## src/rtl/qos_pkg.sv

```systemverilog
// qos_pkg: shared defaults and scheduler state encoding for the QoS scheduler.
package qos_pkg;
  localparam int DEF_QOS_CLASS_TYPE = 4;
  localparam int DEF_CREDIT_W = 4;
  localparam int DEF_CLS_W = $clog2(DEF_QOS_CLASS_TYPE);
  typedef enum logic [1:0] {RELOAD, IDLE, GRANT} state_t;
endpackage

```

## src/rtl/qos_rr_pick.sv

```systemverilog
// qos_rr_pick: combinational rotating-priority picker starting at ptr.
module qos_rr_pick import qos_pkg::*; #(
  parameter int N = DEF_QOS_CLASS_TYPE
) (
  input  logic [N-1:0]         req,
  input  logic [$clog2(N)-1:0] ptr,
  output logic                 found,
  output logic [$clog2(N)-1:0] idx,
  output logic [N-1:0]         onehot
);
  localparam int CW = $clog2(N);
  always_comb begin
    int j;
    j = 0;
    found = |req;
    idx = '0;
    // scan farthest-first so the request nearest ptr overwrites the rest
    for (int k = N - 1; k >= 0; k--) begin
      j = int'(ptr) + k;
      if (j >= N) j = j - N;
      if (req[j]) idx = CW'(j);
    end
    onehot = found ? N'(1) << idx : '0;
  end
endmodule

```

## src/rtl/qos_sched.sv

```systemverilog
// qos_sched: weighted round-robin class scheduler with credit reload on exhaustion.
module qos_sched import qos_pkg::*; #(
  parameter int QOS_CLASS_TYPE = DEF_QOS_CLASS_TYPE,
  parameter int CREDIT_W = DEF_CREDIT_W
) (
  input  logic                                clk,
  input  logic                                rst_n,
  input  logic                                clean,
  input  logic [QOS_CLASS_TYPE-1:0]           type_flag,
  input  logic [QOS_CLASS_TYPE*CREDIT_W-1:0]  weight_cfg,
  output logic                                grant_valid,
  input  logic                                grant_ready,
  output logic [$clog2(QOS_CLASS_TYPE)-1:0]   grant_class,
  output logic [QOS_CLASS_TYPE-1:0]           grant_onehot,
  output logic                                round_done
);
  localparam int CW = $clog2(QOS_CLASS_TYPE);
  state_t state;
  logic [CREDIT_W-1:0] credit [QOS_CLASS_TYPE];
  logic [CW-1:0] rr_ptr, pick_idx, nxt_ptr;
  logic [QOS_CLASS_TYPE-1:0] eligible, enabled, pick_onehot;
  logic found;
  for (genvar i = 0; i < QOS_CLASS_TYPE; i++) begin : g_cls
    assign eligible[i] = type_flag[i] && (credit[i] != '0);
    assign enabled[i] = weight_cfg[i*CREDIT_W +: CREDIT_W] != '0;
  end
  assign nxt_ptr = (grant_class == CW'(QOS_CLASS_TYPE - 1)) ? '0 : grant_class + 1'b1;
  qos_rr_pick #(.N(QOS_CLASS_TYPE)) u_pick (
    .req(eligible),
    .ptr(rr_ptr),
    .found(found),
    .idx(pick_idx),
    .onehot(pick_onehot)
  );
  always_ff @(posedge clk or negedge rst_n) begin
    if (!rst_n) begin
      state <= RELOAD;
      rr_ptr <= '0;
      grant_valid <= 1'b0;
      grant_class <= '0;
      grant_onehot <= '0;
      round_done <= 1'b0;
      for (int i = 0; i < QOS_CLASS_TYPE; i++) credit[i] <= '0;
    end else if (clean) begin
      state <= RELOAD;
      rr_ptr <= '0;
      grant_valid <= 1'b0;
      grant_class <= '0;
      grant_onehot <= '0;
      round_done <= 1'b0;
      for (int i = 0; i < QOS_CLASS_TYPE; i++) credit[i] <= '0;
    end else begin
      round_done <= 1'b0;
      case (state)
        RELOAD: begin
          for (int i = 0; i < QOS_CLASS_TYPE; i++) credit[i] <= weight_cfg[i*CREDIT_W +: CREDIT_W];
          state <= IDLE;
        end
        IDLE: begin
          if (found) begin
            grant_valid <= 1'b1;
            grant_class <= pick_idx;
            grant_onehot <= pick_onehot;
            state <= GRANT;
          end else if (|(type_flag & enabled)) begin
            round_done <= 1'b1;
            state <= RELOAD;
          end
        end
        GRANT: begin
          if (grant_ready) begin
            credit[grant_class] <= credit[grant_class] - 1'b1;
            rr_ptr <= nxt_ptr;
            grant_valid <= 1'b0;
            grant_onehot <= '0;
            state <= IDLE;
          end
        end
        default: state <= RELOAD;
      endcase
    end
  end
endmodule

```

## config.mk

```make
export PLATFORM = sky130hd
export DESIGN_NAME = qos_sched
export DESIGN_NICKNAME = d
export VERILOG_FILES = /design/src/rtl/qos_pkg.sv /design/src/rtl/qos_rr_pick.sv /design/src/rtl/qos_sched.sv
export SDC_FILE = /design/constraint.sdc
export NUM_CORES = 1
export LEC_CHECK = 0
export CAP_MARGIN = 10
export CORE_MARGIN = 2
export CORE_UTILIZATION = 58
export CTS_BUF_LIST = sky130_fd_sc_hd__clkbuf_4
export DETAILED_ROUTE_END_ITERATION = 7
export PLACE_DENSITY = 0.93
export SLEW_MARGIN = 25
export SYNTH_ARGS = -nofsm -noshare
export SYNTH_HDL_FRONTEND = slang
export SYNTH_SLANG_ARGS = --single-unit
```

## constraint.sdc

```tcl
create_clock -name clk -period 4 [get_ports clk]
set_input_delay 0.4 -clock clk [delete_from_list [all_inputs] [get_ports clk]]
set_output_delay 0.4 -clock clk [all_outputs]
set_load 0.02 [all_outputs]
```

==> flow_summary.toml <==
[global_routing]
grt-ovfl-total = 0
grt_max_degree = 29
grt_pass1_vias = 1589
antenna_found_initial = 0
track_usage_pct = 29.6
grt_pass1_wl_mm = 7.60

[power]
switching_share_pct = 36.4
p_switching_w = 0.000351
vdd_drop_max_uv = 356
power_density_nw_per_um2 = 458
pwr-share-comb_pct = 38.6
seq_power_share_pct = 41.5
internal_power_w = 0.000612
p_clk_share_pct = 19.9
power.static_leakage_nw = 0.851

[layout]
layout-drive-gt1-share_pct = 10.7
area_growth_pct = 22.8
layout_common_cells = "31 x clkdlybuf4s50_1, 28 x dfrtp_1, 17 x nor2_1"
fin_nets = 227
fin_util_pct = 75.6
layout_commonest_cell = "clkdlybuf4s50_1"
n_antenna_cell = 0
instances_no_fill = 228
fin_area_um2 = 2100

[timing]
fin_worst_skew_ns = 0.00630
worstMarginPinSlew_ns = 0.707
clock.fmax_mhz = 442
setup_ws_ns = 1.74
setup-tns-final_ns = 0
fin_crit_sh_pct = 56.5
slew_violations = 0
setup_viol = 0
relSlewSlack_pct = 52.3
rsz0062_at_grt = "false"
fin_crit_ns = 2.26
hold_viol = 0

[clocking]
hold_buffers = 0
clk_pin_slew_ns = 0.16
clockBufferDepth = 2
cts_setup_buffers = 0
cts_tree = "yes"
cts_buffers = 3
ctsResizeCount = 0
cts_root_buf = "clkbuf_4"
cts.htree.levels = 1
cts.sinks = 28
clk_latency_ns = 0.34

[synth]
synth_seq_cells = 28
synth_warnings = 0
mappedNetlistNets = 194
synth-seq-area-share_pct = 40.9
synth_enable_flop_cells = 0
syn_area_um2 = 1710
synth_top_area_share_pct = 40.9
ys_top_cells_by_area = "dfrtp_1 41%, mux4_2 5.3%, a2bb2oi_1 4.1%"
synthDistinctLibCells = 43
synth_flop_cell = "dfrtp_1"
netlist_instances = 165
avgSynthCellArea_um2 = 10.4
synthArstFlopShare_pct = 100
synth.largest_area_cell = "dfrtp_1"

[status]
status = "finished, final reports clean"

[worst_setup_path]
crit_path_top_delay_cell = "o41ai_2"
critPathRequiredTime_ns = 4.25
path_cells = "o41ai_2 -> a41oi_1 -> and2_1 -> a32o_1"
crit_cells = 4
rrSetupSlack_ns = 1.74
cp-start-kind = "register"
path_class = "register to register"
cp_top_family = "compound AO/OA/AOI/OAI gates"
cp_slowest_stage_delay_ns = 0.71
crit_fanout = 7
worstSetupEndpointType = "register"
cp_num_buf_inv = 0
critical_path_arrival_ns = 2.51
r2r_cells = 4

[placed_design]
dpl.hpwl_mm = 3.50
preCtsSetupSlack_ns = 1.71
io_buffers = 31
dp_cells = 224
placed_area_um2 = 2050
gp_congestion = 0.931

[routing]
vias = 1617
drc = 0
routed_wl_mm = 4.66
via_per_inst = 7.09
antenna_left = 0
routedWlPerCell_um = 20.4
first_pass_iters = 6
drtIter0Drc = 132

[job]
max_cap_violations = 0

[die]
coreArea_um2 = 2780
row_count = 19
fp.dieH_um = 58.3
start_util_pct = 61.6
io_pins = 32
fp.dieArea_um2 = 3400
die-width_um = 58.3

[worst_hold_path]
min_path_type = "input pin to async pin"
[power by group through the flow]
stage / Sequential [W] / Clock (W) / Combinational [W]
2_1_floorplan: 0.000388 / 0 / 0.000247
3_3_place_gp: 0.000396 / 0 / 0.000346
3_5_place_dp: 0.000402 / 0 / 0.000359
4_1_cts: 0.000397 / 0.000192 / 0.000365
5_1_grt: 0.000405 / 0.000200 / 0.000396
6_report: 0.000400 / 0.000192 / 0.000372
[per-layer routing]
layer / vias up / part of all wire, % / track usage (%)
met4: 0 / 2.9 / 11.0
met1: 758 / 41 / 40.9
met3: 24 / 10 / 3.96
met2: 123 / 46 / 48.0
li1: 712 / - / -
met5: - / 0 / 0
[state kept, by name (all words and copies together), names as in the netlist]
name          cells
credit           16
grant_valid       1
grant_onehot      4
state             2
rr_ptr            2
grant_class       2
round_done        1
[layout make-up]
cell class | count | area, um2
clock buffers | 3 | 22.5
clock inverters | 1 | 30.0
fillers | 189 | 678
inverters | 7 | 26.3
multi-input cells | 125 | 960
flip-flops and latches | 28 | 701
well taps | 31 | 38.8
repair buffers | 33 | 325
[cells in the mapped netlist, types with 3 or more instances]
library cell	number
a21boi_0	4
a21o_1	4
a21oi_1	11
a2bb2oi_1	8
clkbuf_1	4
dfrtp_1	28
ha_1	5
inv_1	7
mux2_2	4
mux4_2	4
nand2_1	11
nand2b_1	3
nor2_1	17
o21bai_1	5
o2bb2ai_1	4
o32ai_1	4
o41ai_1	5
o41ai_2	3
[cell families after synthesis]
group                    share of synthesized area [%]
XOR/XNOR                                         0.511
buffers and inverters                             3.07
AND/OR/NAND/NOR                                   13.2
AO/OA/AOI/OAI                                     30.8
adder cells (fa/ha/maj)                           3.65
flip-flops                                        40.9
multiplexers                                      7.89
[path summary, 6_finish.rpt]
path                             start              end
max in group asynchronous        rst_n       credit[10]
max reg2reg                  credit[0]  grant_onehot[2]
min in group clk           grant_valid      grant_valid
min                              rst_n       round_done
max                          credit[0]  grant_onehot[2]
min reg2reg                grant_valid      grant_valid
[stage by stage]
step | hold slack, ns | total power, W
after global placement | 0.476 | 0.000742
after global routing | 0.445 | 0.00100
after floorplan | 0.104 | 0.000634
after CTS | 0.427 | 0.000954
after detailed placement | 0.481 | 0.000761
final | 0.414 | 0.000964
(Power assumes the default switching activity.)
